## src/rtl/rat_intr_ctrl.sv

```systemverilog
// -----------------------------------------------------------------------------
// rat_intr_ctrl
//
// Interrupt controller for the RAT CPU. It sits between the external INT pin
// and the control unit's FETCH/EXEC sequencer:
//   - synchronizes the asynchronous INT line and detects its rising edge
//     (or uses its level when EDGE_MODE = 0),
//   - holds a one-deep pending request,
//   - owns the interrupt-enable flag I_FLAG (SEI/CLI/acknowledge/RETI),
//   - handshakes one request at a time with the control unit (INT_REQ/INT_ACK),
//   - captures shadow copies of the C and Z flags at acknowledge,
//   - counts INT edges lost while a request was already pending.
//
// Parameters
//   SYNC_STAGES  flip-flop stages in the INT synchronizer (>= 2)
//   VECTOR       interrupt vector address driven on VEC
//   EDGE_MODE    1 = rising-edge triggered, 0 = level triggered
//
// Ports
//   CLK         in   system clock, rising edge
//   RESET       in   asynchronous active-high reset
//   INT         in   external interrupt line, asynchronous to CLK
//   I_SET       in   one-cycle pulse on SEI
//   I_CLR       in   one-cycle pulse on CLI
//   INT_ACK     in   control unit has entered its interrupt cycle
//   RETI        in   one-cycle pulse on RETID/RETIE
//   RETI_EN     in   1 = RETIE, 0 = RETID
//   C_FLAG      in   live carry flag
//   Z_FLAG      in   live zero flag
//   INT_REQ     out  request to the control unit (state REQ)
//   I_FLAG      out  interrupt-enable flag
//   VEC         out  interrupt vector (constant VECTOR)
//   SHAD_C      out  carry captured at acknowledge
//   SHAD_Z      out  zero captured at acknowledge
//   IN_SERVICE  out  high while the service routine runs (state SERVICE)
//   MISSED      out  saturating count of INT edges dropped while pending
// -----------------------------------------------------------------------------
module rat_intr_ctrl #(
   parameter int         SYNC_STAGES = 2,
   parameter logic [9:0] VECTOR      = 10'h3FF,
   parameter bit         EDGE_MODE   = 1'b1
) (
   input  logic       CLK,
   input  logic       RESET,
   input  logic       INT,
   input  logic       I_SET,
   input  logic       I_CLR,
   input  logic       INT_ACK,
   input  logic       RETI,
   input  logic       RETI_EN,
   input  logic       C_FLAG,
   input  logic       Z_FLAG,
   output logic       INT_REQ,
   output logic       I_FLAG,
   output logic [9:0] VEC,
   output logic       SHAD_C,
   output logic       SHAD_Z,
   output logic       IN_SERVICE,
   output logic [7:0] MISSED
);

   typedef enum logic [1:0] {
      ST_IDLE    = 2'd0,
      ST_REQ     = 2'd1,
      ST_SERVICE = 2'd2
   } state_t;

   // ---------------------------------------------------------------------
   // State registers
   // ---------------------------------------------------------------------
   logic [SYNC_STAGES-1:0] sync_reg;
   logic [SYNC_STAGES-1:0] sync_next;
   logic                   sync_last_d_reg;

   state_t     state_reg;
   state_t     state_next;
   logic       pending_reg;
   logic       pending_next;
   logic       i_flag_reg;
   logic       i_flag_next;
   logic       shad_c_reg;
   logic       shad_z_reg;
   logic [7:0] missed_reg;
   logic [7:0] missed_next;
   logic       int_req_reg;
   logic       in_service_reg;

   // ---------------------------------------------------------------------
   // Synchronizer shift: stage 0 samples the pin, each later stage samples
   // its predecessor. The shift vector is built here and registered below.
   // ---------------------------------------------------------------------
   assign sync_next[0] = INT;

   generate
      for (genvar gi = 1; gi < SYNC_STAGES; gi++) begin : g_sync
         assign sync_next[gi] = sync_reg[gi-1];
      end
   endgenerate

   logic sync_last;
   logic int_rise;
   logic int_event;
   logic ack;

   assign sync_last = sync_reg[SYNC_STAGES-1];
   assign int_rise  = sync_last & ~sync_last_d_reg;
   assign int_event = EDGE_MODE ? int_rise : sync_last;

   // The only cycle in which the control unit's acknowledge is honoured.
   assign ack = (state_reg == ST_REQ) && INT_ACK;

   // ---------------------------------------------------------------------
   // Next-state logic
   // ---------------------------------------------------------------------
   always_comb begin
      // Pending: acknowledge consumes the request, but a new event on the
      // same edge re-arms it so that request is not lost.
      pending_next = pending_reg;
      if (ack) begin
         pending_next = 1'b0;
      end
      if (int_event) begin
         pending_next = 1'b1;
      end
      // Level mode: while idle the request simply mirrors the pin, so a
      // line that drops before being serviced withdraws its request.
      if (!EDGE_MODE && (state_reg == ST_IDLE)) begin
         pending_next = sync_last;
      end

      // An edge arriving while a request is already held is dropped and
      // counted. On the acknowledge edge the new edge becomes the next
      // request instead, so it is not counted as lost.
      missed_next = missed_reg;
      if (int_rise && pending_reg && !ack && (missed_reg != 8'hFF)) begin
         missed_next = missed_reg + 8'd1;
      end

      // Interrupt-enable flag, highest priority first.
      if (I_CLR) begin
         i_flag_next = 1'b0;
      end else if (ack) begin
         i_flag_next = 1'b0;
      end else if (RETI && (state_reg == ST_SERVICE)) begin
         i_flag_next = RETI_EN;
      end else if (I_SET) begin
         i_flag_next = 1'b1;
      end else begin
         i_flag_next = i_flag_reg;
      end

      // Request/service sequencer. Decisions use the registered I_FLAG, so
      // SEI/CLI take effect on the edge after the flag changes.
      state_next = state_reg;
      case (state_reg)
         ST_IDLE: begin
            if (pending_reg && i_flag_reg) begin
               state_next = ST_REQ;
            end
         end
         ST_REQ: begin
            if (INT_ACK) begin
               state_next = ST_SERVICE;
            end else if (!i_flag_reg) begin
               // Masked before the CPU took it; the request stays pending.
               state_next = ST_IDLE;
            end
         end
         ST_SERVICE: begin
            if (RETI) begin
               state_next = ST_IDLE;
            end
         end
         default: begin
            state_next = ST_IDLE;
         end
      endcase
   end

   // ---------------------------------------------------------------------
   // Sequential state, including registered Moore outputs
   // ---------------------------------------------------------------------
   always_ff @(posedge CLK or posedge RESET) begin
      if (RESET) begin
         sync_reg        <= '0;
         sync_last_d_reg <= 1'b0;
         state_reg       <= ST_IDLE;
         pending_reg     <= 1'b0;
         i_flag_reg      <= 1'b0;
         shad_c_reg      <= 1'b0;
         shad_z_reg      <= 1'b0;
         missed_reg      <= 8'd0;
         int_req_reg     <= 1'b0;
         in_service_reg  <= 1'b0;
      end else begin
         sync_reg        <= sync_next;
         sync_last_d_reg <= sync_last;
         state_reg       <= state_next;
         pending_reg     <= pending_next;
         i_flag_reg      <= i_flag_next;
         missed_reg      <= missed_next;
         int_req_reg     <= (state_next == ST_REQ);
         in_service_reg  <= (state_next == ST_SERVICE);
         if (ack) begin
            shad_c_reg <= C_FLAG;
            shad_z_reg <= Z_FLAG;
         end
      end
   end

   // ---------------------------------------------------------------------
   // Outputs
   // ---------------------------------------------------------------------
   assign INT_REQ    = int_req_reg;
   assign IN_SERVICE = in_service_reg;
   assign I_FLAG     = i_flag_reg;
   assign SHAD_C     = shad_c_reg;
   assign SHAD_Z     = shad_z_reg;
   assign MISSED     = missed_reg;
   assign VEC        = VECTOR;

endmodule

```

## config.mk

```make
export PLATFORM = sky130hd
export DESIGN_NAME = rat_intr_ctrl
export DESIGN_NICKNAME = d
export VERILOG_FILES = /design/src/rtl/rat_intr_ctrl.sv
export SDC_FILE = /design/constraint.sdc
export NUM_CORES = 1
export LEC_CHECK = 0
export ABC_AREA = 0
export CAP_MARGIN = 20
export CORE_ASPECT_RATIO = 1.1
export CORE_UTILIZATION = 40
export CTS_CLUSTER_SIZE = 16
export DETAILED_ROUTE_END_ITERATION = 10
export PLACE_DENSITY = 0.72
export SYNTH_ARGS = -nofsm -noshare
export SYNTH_HDL_FRONTEND = slang
export SYNTH_SLANG_ARGS = --single-unit
export TNS_END_PERCENT = 10
```

## constraint.sdc

```tcl
create_clock -name CLK -period 1.8 [get_ports CLK]
set_clock_uncertainty 0.15 [all_clocks]
set_input_delay 0.36 -clock CLK [delete_from_list [all_inputs] [get_ports CLK]]
set_output_delay 0.36 -clock CLK [all_outputs]
set_load 0.1 [all_outputs]
```

# Word level (Yosys, flattened, before mapping)
# Index checks and enable logic that the tools add are counted.
# word_totals
in_bits	10
regBits	19
out_inout_bits	23
elab_cells	39
# op_classes
bitwise	2
muxes	11
eq_ne	5
n_addsub	1
reduce_logical	10
# ops
operator	count
adder 8 x 1 -> 8 bit, second input constant	1
two-way mux 2 bit	4
!= test 8 bit, second input constant	1
logical AND 1 bit	6
two-way mux 1 bit	6
case mux 2 bit (3 select lines)	1
equality test 2 x 1 -> 1 bit, second input constant	2
equality test 2 bit, second input constant	2
nonzero test 4 bit	1
zero test 2 bit	1
nonzero test 2 bit	1
bitwise AND 1 bit	1
zero test 1 bit	1
NOT 1 bit	1

# Depth between registers and ports, before layout
# depth
ltp_word	5
ltp_mapped	5
depth_no_buf	4

# Worst setup path before layout
# No wires, ideal clock.
# synth_path
path_kind	register -> register
from	register missed_reg[3] (netlist: MISSED[3])
to	register missed_reg[1] (netlist: MISSED[1])
t_required_ns	1.524
path_buffers	1
stages_incl_launch_ff	6
setup_slack_ns	-0.537
setup_ns	0.126
synth_period_minus_slack_ns	2.337
arrival_time_ns	2.060
path_cell_list	dfrtp_1 and3_1 buf_6 nand4_4 o2111a_2 mux2_4
# synth_via
elab_chain_len	2
# synth_rtl
element	line	source
from (decl)	83	logic [7:0] missed_reg;
from (signal assigned)	201	missed_reg <= missed_next;
!= test 8 bit	135	if (int_rise && pending_reg && !ack && (missed_reg != 8'hFF)) begin
logical AND 1 bit	135	
# Every way passes these cells.
# A chain may end at the register's enable or synchronous reset.

# Final worst setup path
# Ends and elaborated chain as after synthesis.

==> results.md <==
- Outcome: completed
- Vias in the first global route: around 640
- Pins Over Slew Limit: 0
- Flop2flop setup slack: 0.13 ns
- Required time of the critical path: 1.85 ns
- Vias post-DR: 658
- H-tree level count: 1
- DRT Wirelength: roughly 1500 um
- Worst hold slack: between 0.2 and 0.25 ns
- Final worst slack: 0.1347 ns
- Maximum vdd drop: between 1.5 and 2 mV
- Period utilisation layout: 0.9252
- Final hold viol count: 0
- Wire per inst: ~11 um
- Worst setup EP type: flip-flop
- Core Area: ~0.0021 sq mm
- Seq cells post-synth: 19
- CTS sink count: 19
- HP Class: primary input to async pin
- Mapped Area: 903.4 sq um
- Synth-to-Final Area Change: 47.09%
- CTS tree: done
- Largest net degree at the start of global routing: 20
- Hold_buf cts: 0
- Post-CTS repair timing setup buffer count: 0
- Post-CTS sizing: 0
- Final Total Pwr: 2.474 mW
- Num ports: 33
- Minimum clock period: between 1.5 and 2 ns
- Die area: 0.002453 sq mm
- Clock transition at the registers of the reported paths: between 0.1 and 0.15 ns
- Vias per cell: 4.803
- Setup CP Type: flip-flop to flip-flop
- Initial core utilization: 0.4378
- Port Buffers: 22
- Reg2Reg Launch Point: MISSED[3]
- Worst flop-to-flop path endpoint: MISSED[1]
- Final setup violating endpoints: 0
- Post-detail-place hpwl: 1188 um
- Num CTS Buffers: 3
- CTS Root Cell: clkbuf_4
- Initial antenna violation count: 0
- Max Fanout on Critical Path: 6
- CTS Buffer Depth: 2
- Drt initial violations: 6
- Worst path arrival time: 1.71 ns
- Die width: between 40 and 50 um
- Util after Layout: 0.6440
- Crit path launch type: flip-flop
- Global-route wire length before repair: 2697 um
- Syn avg cell area: around 12 sq um
- Syn Inst Count: 78
- Unrepaired setup endpoints after global routing: no
- Share of cells above drive strength 1: 0.3578
- Routability cong.: 0.6775
- Fin nets: 121
- Placed Area: 0.001299 sq mm
- Grt total ovfl: 0
- Register area share after synthesis: 0.5263
- Die height: 51.84 um
- Clk Latency, worst-skew pair: 0.30 ns
- Detailed Routing Iterations Pass 1: 4
- Residual DRC: 0
- GRT Overall Usage: 0.1558
- Post-route ant nets: 0
- Final Instance Area: 0.001329 sq mm
- Register-to-Register Path Depth: 4
- Max reg flops: 8
- Netlist cell types: 29
- # Max-Cap Violations: 0
- Peak Freq: 600.5 MHz
- Power Dens Cells: between 1500 and 2000 mW/mm^2
- Warnings, synthesis: 0
- Leakage Power: around 0.61 nW
- Placement Setup Slack: -0.07384 ns
- Ant diodes: 0
- Cell Rows: 17
## critical path: stages, from the launching register on
cell and delay, ns:
dfrtp_2 0.37, and3_1 0.32, nand4_4 0.14, o2111a_2 0.29, mux2_4 0.29
## cell usage after synthesis, drive strengths merged
master / instances / area (sq um)
conb: 1 / 3.750
nand2: 5 / 18.77
ha: 1 / 12.51
nand2b: 1 / 6.260
a21o: 1 / 7.510
nor3b: 2 / 15.01
nand3: 3 / 15.01
nor3: 3 / 15.01
xor2: 1 / 8.760
and3: 2 / 12.51
nor2: 3 / 11.26
mux2: 4 / 48.79
nand4: 2 / 27.53
a41oi: 2 / 17.52
o2111a: 1 / 12.51
inv: 3 / 11.26
a21oi: 1 / 5.000
o21a: 1 / 7.510
a31oi: 3 / 18.77
mux2i: 1 / 10.01
dfrtp: 19 / 475.5
and4: 2 / 17.52
nand3b: 1 / 11.26
nor2b: 3 / 18.77
buf: 11 / 86.33
xnor2: 1 / 8.760
## per-stage QoR
step,setup TNS (ns),std cells
after global routing,0,137
after CTS,0,137
after detailed placement,-0.2717,133
after floorplan,-0.3919,87
after global placement,-0.1711,133
final,0,137
## cell type report
type                    instances  area [sq um]
inverters                       3         11.26
multi-input cells              54         364.1
well taps                      28         35.03
repair buffers                 29         402.9
clock inverters                 1         7.507
fillers                       170         734.5
flip-flops and latches         19         485.5
clock buffers                   3         22.52
## kinds of logic after synthesis
logic type / count (synthesis) / share of synthesized area
flip-flops: 19 / 0.5263
adder cells (fa/ha/maj): 1 / 0.01385
AND/OR/NAND/NOR: 27 / 0.1870
AO/OA/AOI/OAI: 9 / 0.07618
XOR/XNOR: 2 / 0.01939
multiplexers: 5 / 0.06509
buffers and inverters: 14 / 0.1080
other: 1 / 0.004151
## cell usage in the layout, fill, tap and decap left out, types with 2 or more instances in the layout
master and count:
conb_1 10, buf_4 7, a41oi_1 2, inv_1 3, clkdlybuf4s50_1 9, a31oi_1 3
nor2b_1 3, and3_1 2, nor2_1 3, dfrtp_1 11, clkbuf_4 3, mux2_2 3
nor3_1 3, dfrtp_2 8, buf_12 13, nand3_1 3, nor3b_1 2, and4_1 2
nand2_1 5
## how the worst max path moves through the flow
| stage | start | to | slack (ns) | depth (start not counted) |
|---|---|---|---|---|
| global placement | INT_ACK | MISSED[4] | -0.05 | 5 |
| CTS | MISSED[3] | MISSED[1] | 0.13 | 4 |
| detailed placement | INT_ACK | MISSED[4] | -0.07 | 5 |
| global route | MISSED[4] | MISSED[1] | 0.06 | 4 |
| floorplan | MISSED[5] | MISSED[1] | -0.21 | 5 |
| finish | MISSED[3] | MISSED[1] | 0.13 | 4 |
## report_power, final
group	internal (mW)	switching, mW
Sequential	0.556	0.140
Combinational	0.556	1.00
Clock	0.0849	0.136
## routing by layer
metal	share of wire	up-vias	global-route usage
met2	0.50	22	0.2443
met4	0.028	0	0.07143
met5	0	-	0
met1	0.43	313	0.1973
li1	-	318	-
met3	0.045	5	0.03819
No activity file was read; power rests on OpenSTA's default activity.
